<file path="src/rtl/muldiv_issue_client_pkg.sv">
// Shared types for the mul/div issue clients and the locked mul/div array.
package muldiv_issue_client_pkg;

  localparam int XLEN = 32;

  // Operation codes understood by every MDU in the array.
  typedef enum logic [2:0] {
    MDU_MUL    = 3'd0,
    MDU_MULH   = 3'd1,
    MDU_MULHSU = 3'd2,
    MDU_MULHU  = 3'd3,
    MDU_DIV    = 3'd4,
    MDU_DIVU   = 3'd5,
    MDU_REM    = 3'd6,
    MDU_REMU   = 3'd7
  } mdu_operation_t;

  // Request towards one array port.
  typedef struct packed {
    mdu_operation_t  op;
    logic [XLEN-1:0] op1;
    logic [XLEN-1:0] op2;
    logic            start;
  } muldiv_req_t;

  // Answer from one array port; data is meaningful once busy has fallen.
  typedef struct packed {
    logic            busy;
    logic [XLEN-1:0] data;
  } muldiv_ans_t;

  // Client sequencer states. DRAIN is encoded for a future policy and is
  // never entered today.
  typedef enum logic [2:0] {
    MDC_IDLE  = 3'd0,
    MDC_ACQ   = 3'd1,
    MDC_START = 3'd2,
    MDC_WAIT  = 3'd3,
    MDC_DONE  = 3'd4,
    MDC_DRAIN = 3'd5
  } mdc_state_e;

  // The lock request is asserted while acquiring or holding the MDU.
  function automatic logic holds_lock(mdc_state_e s);
    return (s == MDC_ACQ) || (s == MDC_START) || (s == MDC_WAIT);
  endfunction

endpackage

</file>
<file path="src/rtl/muldiv_issue_client.sv">
// Per-port sequencer in front of the locked mul/div array: accepts one op,
// acquires an MDU through the resource-pool lock, pulses start, waits out
// busy, captures the result, releases the lock and hands the result back
// over a valid/ready interface.
//
// The lock request port rpl packs {req, id}: rpl[ID_WIDTH] is req and
// rpl[ID_WIDTH-1:0] is the owner id (always PORT_ID).
// TIMEOUT_CYCLES must be at least 16 so a healthy MDU never trips the watchdog.
module muldiv_issue_client
  import muldiv_issue_client_pkg::*;
#(
  parameter int ID_WIDTH       = 16,
  parameter int PORT_ID        = 0,
  parameter int TIMEOUT_CYCLES = 64
) (
  input  logic                clk,
  input  logic                reset,
  input  logic                in_valid,
  output logic                in_ready,
  input  mdu_operation_t      in_op,
  input  logic [XLEN-1:0]     in_op1,
  input  logic [XLEN-1:0]     in_op2,
  input  logic                flush,
  output logic                out_valid,
  input  logic                out_ready,
  output logic [XLEN-1:0]     out_data,
  output logic                err,
  output logic [ID_WIDTH:0]   rpl,
  output muldiv_req_t         mreq,
  input  muldiv_ans_t         mans,
  input  logic                grant
);

  localparam int CNT_W = $clog2(TIMEOUT_CYCLES + 1);
  localparam logic [CNT_W-1:0] CNT_MAX  = CNT_W'(TIMEOUT_CYCLES);
  // A WAIT cycle that starts with this count brings the counter to
  // TIMEOUT_CYCLES, i.e. it is the last cycle the watchdog tolerates.
  localparam logic [CNT_W-1:0] CNT_LAST = CNT_W'(TIMEOUT_CYCLES - 1);
  localparam logic [ID_WIDTH-1:0] OWNER_ID = ID_WIDTH'(PORT_ID);

  mdc_state_e      state_q, state_d;
  mdu_operation_t  op_q;
  logic [XLEN-1:0] op1_q, op2_q;
  logic [CNT_W-1:0] cnt_q;
  logic            killed_q;
  logic [XLEN-1:0] out_data_q;
  logic            err_q;

  // Datapath control decoded by the FSM.
  logic latch_op;
  logic cnt_clr, cnt_inc;
  logic kill_set, kill_clr;
  logic cap_mdu, cap_zero;
  logic err_set;
  logic mdu_finished;

  // The first WAIT cycle (count 0) ignores busy: the unit raises busy only
  // the cycle after start, so busy=0 there says nothing about completion.
  assign mdu_finished = (cnt_q != '0) && !mans.busy;

  // Next-state and datapath-control decode.
  always_comb begin
    // NOTE: every signal written here gets a default first; a path that
    // leaves one unassigned would otherwise infer a latch.
    state_d  = state_q;
    latch_op = 1'b0;
    cnt_clr  = 1'b0;
    cnt_inc  = 1'b0;
    kill_set = 1'b0;
    kill_clr = 1'b0;
    cap_mdu  = 1'b0;
    cap_zero = 1'b0;
    err_set  = 1'b0;

    unique case (state_q)
      MDC_IDLE: begin
        // in_ready is high here, so in_valid alone completes the handshake.
        if (in_valid) begin
          latch_op = 1'b1;
          kill_clr = 1'b1;
          state_d  = MDC_ACQ;
        end
      end

      MDC_ACQ: begin
        // Nothing has been issued yet, so a flush simply abandons the request.
        if (flush) begin
          state_d = MDC_IDLE;
        end else if (grant) begin
          state_d = MDC_START;
        end
      end

      MDC_START: begin
        cnt_clr = 1'b1;
        if (flush) kill_set = 1'b1;
        if (!grant) err_set = 1'b1;
        state_d = MDC_WAIT;
      end

      MDC_WAIT: begin
        cnt_inc = 1'b1;
        if (flush) kill_set = 1'b1;
        if (!grant) err_set = 1'b1;
        if (mdu_finished) begin
          cap_mdu = 1'b1;
          // A kill (earlier or this very cycle) discards the result.
          state_d = (killed_q || flush) ? MDC_IDLE : MDC_DONE;
        end else if (cnt_q == CNT_LAST) begin
          err_set  = 1'b1;
          cap_zero = 1'b1;
          state_d  = (killed_q || flush) ? MDC_IDLE : MDC_DONE;
        end
      end

      MDC_DONE: begin
        // flush wins over out_ready: the result counts as not consumed.
        if (flush || out_ready) state_d = MDC_IDLE;
      end

      default: begin
        state_d = MDC_IDLE;
      end
    endcase
  end

  // State register.
  always_ff @(posedge clk) begin
    // NOTE: sequential state uses non-blocking assignments so every register
    // samples the pre-edge values, independent of statement order.
    if (reset) begin
      state_q <= MDC_IDLE;
    end else begin
      state_q <= state_d;
    end
  end

  // Operand latch, wait counter, kill flag, result and sticky error.
  always_ff @(posedge clk) begin
    if (reset) begin
      op_q       <= MDU_MUL;
      op1_q      <= '0;
      op2_q      <= '0;
      cnt_q      <= '0;
      killed_q   <= 1'b0;
      out_data_q <= '0;
      err_q      <= 1'b0;
    end else begin
      if (latch_op) begin
        op_q  <= in_op;
        op1_q <= in_op1;
        op2_q <= in_op2;
      end

      if (cnt_clr) begin
        cnt_q <= '0;
      end else if (cnt_inc && (cnt_q != CNT_MAX)) begin
        cnt_q <= cnt_q + CNT_W'(1);
      end

      if (kill_clr) begin
        killed_q <= 1'b0;
      end else if (kill_set) begin
        killed_q <= 1'b1;
      end

      if (cap_mdu) begin
        out_data_q <= mans.data;
      end else if (cap_zero) begin
        out_data_q <= '0;
      end

      if (err_set) err_q <= 1'b1;
    end
  end

  // Output decode; operands stay stable from START until the lock is released.
  always_comb begin
    in_ready   = (state_q == MDC_IDLE);
    out_valid  = (state_q == MDC_DONE);
    out_data   = out_data_q;
    err        = err_q;
    rpl        = {holds_lock(state_q), OWNER_ID};
    mreq.op    = op_q;
    mreq.op1   = op1_q;
    mreq.op2   = op2_q;
    mreq.start = (state_q == MDC_START);
  end

endmodule

</file>
<file path="config.mk">
export PLATFORM = sky130hd
export DESIGN_NAME = muldiv_issue_client
export DESIGN_NICKNAME = d
export VERILOG_FILES = /design/src/rtl/muldiv_issue_client_pkg.sv /design/src/rtl/muldiv_issue_client.sv
export SDC_FILE = /design/constraint.sdc
export NUM_CORES = 1
export LEC_CHECK = 0
export CAP_MARGIN = 10
export CORE_MARGIN = 2
export CORE_UTILIZATION = 36
export CTS_CLUSTER_SIZE = 16
export DETAILED_ROUTE_END_ITERATION = 7
export PLACE_DENSITY_LB_ADDON = 0.25
export SYNTH_ARGS = -nofsm -noshare
export SYNTH_HDL_FRONTEND = slang
export SYNTH_SLANG_ARGS = --single-unit
</file>
<file path="constraint.sdc">
create_clock -name clk -period 1.5 [get_ports clk]
set_clock_uncertainty 0.05 [all_clocks]
set_input_delay 0.3 -clock clk [delete_from_list [all_inputs] [get_ports clk]]
set_output_delay 0.3 -clock clk [all_outputs]
set_load 0.01 [all_outputs]
</file>
==> flow_summary.toml, run 1 <==
[worst_setup_path]
max_stage_delay_ps = 340
r2r_cells = 7
cp_max_fo = 6
cp.required_ps = 1690
worst-endpoint-arrival_ps = 1780
cp_slowest_cell = "dfxtp_2"
path_depth = 7
crit_type = "reg -> reg"
crit_chain = "inv_2, ha_4, nor4b_4, a21o_1, a21oi_4, clkbuf_16, o21ai_2"
endpoint_kind = "flop"
start_kind = "flop"
worst-path-buf-inv = 2
crit_family = "compound AO/OA/AOI/OAI gates"

[clocking]
cts_buffer_depth = 2
cts.clk_slew.worst_paths_ps = 70
ctsHoldBuffers = 0
cts_tree = "built"
cts.sinks = 111
htreeDepth = 3
cts-buffers-inserted = 9
clkLatencyLatePin_ps = 340
root_buffer = "clkbuf_16"

[placement]
port_buffers = 209
pre_cts_slack_ps = -110
dp.cells = 897
dp_hpwl_um = 9410
place.gp.congestion = 0.824
place_area_mm2 = 0.00685

[power_and_ir_drop]
p_per_area_mw_per_mm2 = 878
ir_worst_vdd_v = 0.000469
power_leakage_uw = 0.00366

[final_layout]
final_nets = 872
drive_gt1_frac = 0.322
fill_cells = 958
fin_util = 0.667
antennaDiodeCount = 0
final_area_mm2 = 0.00811
area_delta_synth_final_pct = 79.0
layout.cells.non_filler = 936

[synthesis]
yosysTopAreaCell = "dfxtp_1"
ys_top_cells_by_count = "nand2_1, dfxtp_1, a21oi_1"
synth_area_leaders = "dfxtp_1, nand2_1, a21oi_1"
ys_seq_area_frac = 0.491
synth_area_mm2 = 0.00453
ys_warn_count = 0
synthCells = 526
synth-seq-cells = 111
syn_avg_cell_area_um2 = 8.61
ys_types = 42
synth_edf_count = 0
yosysMostFrequentCell = "nand2_1"
synth_top_area_frac = 0.491
ys.flop_type = "dfxtp_1"
async_flop_share = 0

[floorplanning]
core_area_mm2 = 0.0122
core.rowCount = 40
start_util = 0.372
die_w_um = 116
io_pins = 226
die_area_mm2 = 0.0135
die_h_um = 116

[sta]
hold_violations = 0
period_minus_slack_ps = 1590
finalSetupViolations = 69
period_share = 1.06
rsz0062_at_grt = "true"
worstMarginPinSlew_ps = 548
slew_violations = 0
fin_ws_ps = -87.5
holdWs_ps = 404
relSlewSlack = 0.635
fmax_ghz = 0.630

[grt]
gr-total-overflow = 0
grt_pass1_wl_um = 19300
antenna_found_initial = 0
grt_max_degree = 69
grt_usage = 0.184
grt_pass1_vias = 4061

[outcome]
status = "finished, violations left"
violations = "setup timing"

[detailed_routing]
via_count = 4540
wl_per_cell_um = 16.9
wirelength_um = 15900
route.antenna.remaining_nets = 0
firstDrtPassIters = 4
drc = 0
first_iter_violations = 188
viasPerCell = 4.85

[worst_hold_path]
whs_path_depth = 4
hp-class = "in -> reg"

[run]
cap_violations = 0
-- stage by stage --
| step | total power [uW] | setup TNS (ps) |
|---|---|---|
| 2_1_floorplan | 3730 | 0 |
| 3_3_place_gp | 4410 | -4890 |
| 3_5_place_dp | 4430 | -7310 |
| 4_1_cts | 6630 | -1980 |
| 5_1_grt | 7370 | -7260 |
| 6_report | 7120 | -2860 |
-- cells in the final DEF (no fill, tap or decap), types with 3 or more instances in the layout --
cell type,Yosys,final
buf_4,18,20
dlygate4sd2_1,0,100
nor2_1,14,12
nand2_4,0,39
dfxtp_2,0,5
o21ai_2,30,30
a21oi_1,69,22
nand4_1,3,3
clkbuf_1,15,3
xor2_1,4,4
clkbuf_8,0,3
buf_6,12,14
o32ai_1,3,3
clkdlybuf4s50_1,0,103
nand2b_1,33,32
buf_12,0,9
nand2_2,0,30
a21oi_2,0,47
dfxtp_1,111,104
clkbuf_16,0,20
nand2_1,170,100
conb_1,1,16
buf_2,7,3
-- state kept, by name (all words and copies together), names as in the netlist --
signal / cells
op1_q: 32
cnt_q: 7
state_q: 3
killed_q: 1
op2_q: 32
err: 1
op_q: 3
out_data: 32
-- power by group --
part | total [uW] | internal (uW) | switching (uW) | leakage, uW
combinational | 1640 | 864 | 777 | 0.00262
sequential | 3200 | 3090 | 111 | 0.000908
clock | 2280 | 1260 | 1020 | 0.000136
total | 7120 | 5210 | 1910 | 0.00366
-- cells by family (layout without fill, tap and decap cells) --
kind of cell,Yosys count,after routing,share of synthesized area
AO/OA/AOI/OAI,116,116,0.167
XOR/XNOR,5,5,0.00967
adder cells (fa/ha/maj),2,2,0.00552
buffers and inverters,57,282,0.0843
flip-flops,111,111,0.491
multiplexers,1,1,0.00221
other,1,16,0.000828
AND/OR/NAND/NOR,233,235,0.240
-- cell type report --
type	instances	area, um2	share of cell area
clock buffer	15	278	0.0343
multi-input combinational	375	2630	0.324
tap	168	210	0.0259
timing repair buffer	263	2740	0.338
inverter	4	15.0	0.00185
sequential	111	2240	0.276
-- worst register-to-register path, stage by stage, from the launching register on --
cell and delay, ps:
dfxtp_2 340, inv_2 40, ha_4 150, nor4b_4 130, a21o_1 200, a21oi_4 280
clkbuf_16 230, o21ai_2 50
-- path summary, 6_finish.rpt --
| check | startpoint | to | slack, ps |
|---|---|---|---|
| worst max-delay path | cnt_q[0] | out_data[19] | -90 |
| worst min-delay path | reset | state_q[0] | 400 |
| worst max register to register | cnt_q[0] | out_data[19] | -90 |
| worst min register to register | op1_q[28] | op1_q[28] | 400 |
-- per-layer routing --
layer | up-vias | wire, um | global-route usage
met5 | - | 0 | 0
met4 | 0 | 626 | 0.0889
met3 | 49 | 736 | 0.0311
met2 | 166 | 8230 | 0.343
met1 | 2163 | 6260 | 0.201
li1 | 2162 | - | -
-- timing repair --
action	CTS	global route
cloned	1	18
setup buffers	1	5
pin swaps	1	89
endpoints found under the setup margin	144	104
resized for setup	130	184
(Power assumes the default switching activity.)
==> run 2, diff against run 1 <==
clock period = 1.33 ns   (was 1.5 ns; I/O delays follow)
==> flow_summary.toml, run 2 (synthesized netlist as in run 1, its figures left out) <==
[run]
cap_violations = 0

[sta]
holdWs_ps = 358
finalSetupViolations = 113
setup-tns-final_ps = -16800
period_share = 1.19
period_minus_slack_ps = 1580
hold_violations = 0
rsz0062_at_grt = "true"
slew_violations = 0
fin_ws_ps = -254
fmax_ghz = 0.631

[worst_setup_path]
worst-endpoint-arrival_ps = 1810
endpoint_kind = "flop"
r2r_cells = 9
worstReg2RegStart = "cnt_q[1]"
cp_max_fo = 8
r2r-end = "out_data[26]"
start_kind = "flop"
reg2reg_slack_ps = -250
cp.required_ps = 1560
crit_type = "reg -> reg"

[power_and_ir_drop]
p_per_area_mw_per_mm2 = 971
ir_worst_vdd_v = 0.000525
total_power_uw = 8100
power_leakage_uw = 0.00377

[placement]
dp_hpwl_um = 9130
place.gp.congestion = 0.740
port_buffers = 209
pre_cts_slack_ps = -256

[final_layout]
final_nets = 882
antennaDiodeCount = 0
fin_util = 0.686
regArea_mm2 = 0.00224
area_delta_synth_final_pct = 84.3
multiInputGateArea_mm2 = 0.00281
fill_cells = 913
layout_common_cells = "dfxtp_1, clkdlybuf4s50_1, dlygate4sd2_1, nand2_1, a21oi_2"
drive_gt1_frac = 0.386

[grt]
met3_usage = 0.0384
grt.met1_usage = 0.235
grt_pass1_vias = 4493
use_met2 = 0.374
grt_usage = 0.208
antenna_found_initial = 0
grt-busiest-layer = "met2"
gr-total-overflow = 0
grt_pass1_wl_um = 21900
grt_max_degree = 51

[detailed_routing]
first_iter_violations = 275
firstDrtPassIters = 5
wirelength_um = 16000
viasPerCell = 4.81
drc = 0
route.antenna.remaining_nets = 0
via_count = 4547
wl_per_cell_um = 16.9

[outcome]
violations = "setup timing"
status = "finished, violations left"

[floorplanning]
die_h_um = 116
die_w_um = 116
core_area_mm2 = 0.0122
die_area_mm2 = 0.0135
core.rowCount = 40
start_util = 0.372
io_pins = 226

[clocking]
cts-buffers-inserted = 9
cts.sinks = 111
clkLatencyLatePin_ps = 340
cts.clk_slew.worst_paths_ps = 70
htreeDepth = 3
root_buffer = "clkbuf_16"
cts_buffer_depth = 2
cts_tree = "built"

[worst_hold_path]
worstHoldEndpoint = "state_q[0]"
hp-class = "in -> reg"
whs_path_depth = 4
min_from = "reset"
==> run 2: cell types whose count changed in the layout (fill, tap and decap cells not counted), moves of 3 or more <==
cell,previous run,this run
nand2_1,100,86
clkbuf_16,20,14
buf_4,20,32
a21oi_2,47,66
dlygate4sd2_1,100,91
clkinv_2,0,3
nand2_4,39,54
buf_6,14,17
clkbuf_2,0,5
clkdlybuf4s15_1,0,4
a21oi_1,22,3
buf_16,1,4
==> run 2: through the flow <==
step,cell area [um2],cells
finish,8350,946
global route,8350,946
CTS,7690,940
detailed placement,6880,901
global placement,6880,901
floorplan,4610,541
==> run 2: layout make-up <==
type	instances	share of cell area
clock inverter	4	0.00270
clock buffer	11	0.0291
timing repair buffer	275	0.337
sequential	111	0.268
inverter	4	0.00180
multi-input combinational	373	0.336
tap	168	0.0252
==> run 2: worst max-delay path by stage <==
stage          slack (ps)  startpoint            to
2_1_floorplan        -150    cnt_q[0]  out_data[10]
3_5_place_dp         -260    mans[32]  out_data[20]
6_report             -250    cnt_q[1]  out_data[26]
4_1_cts              -240    cnt_q[1]  out_data[20]
3_3_place_gp         -220    mans[32]  out_data[21]
5_1_grt              -300    cnt_q[1]  out_data[22]
==> run 2: per-layer routing <==
layer / routed length (um) / vias up
met5: 0 / -
met1: 6180 / 2170
met4: 584 / 0
li1: - / 2176
met2: 8480 / 161
met3: 794 / 40
==> run 2: timing repair <==
item | in CTS | in global routing
setup buffers | 17 | 6
endpoints found under the setup margin | 212 | 119
hold endpoints to repair | 0 | 0
resized for setup | 208 | 188
hold buffers | 0 | 0
cloned | 8 | 8
pin swaps | 42 | 95
==> run 2: report_power, final <==
part           total, uW  leakage [uW]  switching, uW  internal (uW)
clock               2500      0.000131           1190           1300
sequential          3570      0.000909           93.0           3480
combinational       2030       0.00273            976           1060
==> run 2: worst max-delay path, cell delays in order, from the launching register on <==
cell and delay [ps]:
dfxtp_2 340, inv_2 40, ha_4 150, nor4b_4 130, buf_4 150, a211oi_4 240, buf_6 160, clkbuf_16 160
nand2_2 60, o21ai_2 50
==> run 3, diff against run 2 <==
ABC_AREA = 1   (was not set)
clock period = 1.4 ns   (was 1.33 ns; I/O delays follow)
==> flow_summary.toml, run 3 <==
[synthesis]
synth_top_family_by_area = "simple AND/OR/NAND/NOR gates"
synth_edf_count = 0
syn_avg_cell_area_um2 = 7.81
synth_fa_ha_area_frac = 0.00566
synth-simple-area-share = 0.250
ys_seq_area_frac = 0.503
synth_compound_area_frac = 0.139
ys_types = 31
synth-seq-cells = 111
ys_warn_count = 0
synth_area_leaders = "dfxtp_1, nor2_1, o21ai_0"
async_flop_share = 0
synth_area_mm2 = 0.00442
yosysTopAreaCell = "dfxtp_1"
synthMuxAreaShare = 0
yosysMostFrequentCell = "nor2_1"
ys_top_cells_by_count = "nor2_1, dfxtp_1, o21ai_0"
synth_top_area_frac = 0.503
synthXorXnorAreaFrac = 0.00793
ys.flop_type = "dfxtp_1"
synthCells = 566

[placement]
place.gp.congestion = 0.844
dp.cells = 915
dp_hpwl_um = 8920
port_buffers = 209

[worst_hold_path]
worstHoldEndpoint = "killed_q"
min_from = "killed_q"
hp-class = "reg -> reg"
whs_path_depth = 2

[run]
cap_violations = 0

[grt]
grt_usage = 0.203
antenna_found_initial = 0
grt_pass1_vias = 4645
grt_pass1_wl_um = 21700
gr-total-overflow = 0
grt_max_degree = 69

[clocking]
root_buffer = "clkbuf_16"
cts_buffer_depth = 2
cts.clk_slew.worst_paths_ps = 70
ctsHoldBuffers = 0
cts_tree = "built"
htreeDepth = 3
cts.sinks = 111
clkLatencyLatePin_ps = 340
cts-buffers-inserted = 9

[worst_setup_path]
worst-path-buf-inv = 5
cp.required_ps = 1610
r2r_cells = 9
cp_max_fo = 22
worstReg2RegStart = "state_q[2]"
crit_family = "buffers and inverters"
start_kind = "flop"
worst-endpoint-arrival_ps = 1770
reg2reg_slack_ps = -160
crit_chain = "inv_6, buf_4, nand3_4, inv_4, buf_4, nand2_2, buf_12, nand3_2, a21oi_2"
critPathMostFrequentCell = "buf_4"
max_stage_delay_ps = 390
crit_type = "reg -> reg"
r2r-end = "out_data[21]"
endpoint_kind = "flop"
cp_slowest_cell = "dfxtp_4"

[floorplanning]
die_w_um = 115
core.rowCount = 40
start_util = 0.368
die_h_um = 115
core_area_mm2 = 0.0120
die_area_mm2 = 0.0132
io_pins = 226

[final_layout]
fill_cells = 1021
layout_common_cells = "nor2_1, dfxtp_1, clkdlybuf4s50_1, dlygate4sd2_1, o21ai_0"
regArea_mm2 = 0.00224
layout.cells.non_filler = 958
final_common_cell = "nor2_1"
multiInputGateArea_mm2 = 0.00226
drive_gt1_frac = 0.248
fin_util = 0.652
final_nets = 916
area_delta_synth_final_pct = 77.2
antennaDiodeCount = 0

[detailed_routing]
wl_per_cell_um = 16.0
wirelength_um = 15300
first_iter_violations = 259
viasPerCell = 4.87
firstDrtPassIters = 4
via_count = 4669
route.antenna.remaining_nets = 0
drc = 0

[power_and_ir_drop]
p_per_area_mw_per_mm2 = 1470
seq_power_share = 0.372
internal-power_uw = 7550
ir_worst_vdd_v = 0.000927
total_power_uw = 11500
swShare = 0.342
p_sw_uw = 3930
p_clk_frac = 0.219
power_leakage_uw = 0.00353
combPwrFrac = 0.409

[sta]
fin_ws_ps = -163
slew_violations = 0
rsz0062_at_grt = "true"
finalSetupViolations = 44
period_share = 1.12
fmax_ghz = 0.640
period_minus_slack_ps = 1560
hold_violations = 0

[outcome]
violations = "setup timing"
status = "finished, violations left"
## run 3: repair_timing
action,4_1_cts,5_1_grt
gates resized for setup,170,117
setup buffers,10,5
setup endpoints to repair,142,79
hold endpoints to repair,0,0
cloned,5,11
pin swaps,14,42
## run 3: worst max path at each step
| stage | start | endpoint | slack (ps) | cells past startpoint |
|---|---|---|---|---|
| 3_3_place_gp | flush | state_q[0] | -260 | 8 |
| 3_5_place_dp | flush | state_q[0] | -300 | 8 |
| 6_report | state_q[2] | out_data[21] | -160 | 9 |
| 2_1_floorplan | cnt_q[0] | state_q[2] | 4 | 8 |
| 5_1_grt | cnt_q[0] | out_data[13] | -230 | 10 |
| 4_1_cts | cnt_q[0] | out_data[13] | -170 | 10 |
## run 3: kinds of logic (layout without fill, tap and decap cells)
kind of cell	count (synthesis)	in the layout
flip-flops	111	111
AND/OR/NAND/NOR	261	261
buffers and inverters	73	303
other	1	16
XOR/XNOR	4	4
adder cells (fa/ha/maj)	2	2
AO/OA/AOI/OAI	114	114
## run 3: power groups by stage
stage,Clock [uW],Sequential [uW],Combinational (uW)
after floorplan,0,4540,1460
after global placement,0,4220,3840
after detailed placement,0,4240,3880
after CTS,2570,4210,3640
after global routing,2690,4360,5090
final,2510,4270,4690
## run 3: stage by stage
step                hold WS [ps]  setup WS, ps  area, um2  setup TNS [ps]
global route                 433          -227       7830          -10510
global placement             393          -255       6730          -16960
detailed placement           404          -295       6730          -20670
floorplan                    365          4.17       4490               0
finish                       410          -163       7830           -3380
CTS                          416          -168       7280           -4700
## run 3: area by class of cell
type                            instances  share of cell area
Clock buffer                           10              0.0305
Clock inverter                          4             0.00607
Inverter                               22              0.0137
Multi-Input combinational cell        397               0.288
Sequential cell                       111               0.286
Tap cell                              147              0.0235
Timing Repair Buffer                  265               0.346
Timing Repair inverter                  2             0.00591
## run 3: worst register-to-register path, stage by stage, from the launching register on
cell	delay, ps
dfxtp_4	390
inv_6	50
buf_4	150
nand3_4	70
inv_4	40
buf_4	140
nand2_2	110
buf_12	180
nand3_2	110
a21oi_2	190
## run 3: per-layer routing
metal  routed length [um]  vias to the layer above  global-route usage
li1                     -                     2286                   -
met1                 6100                     2194               0.231
met3                 1250                       14              0.0659
met5                    0                        -                   0
met2                 7770                      175               0.355
met4                  183                        0              0.0747
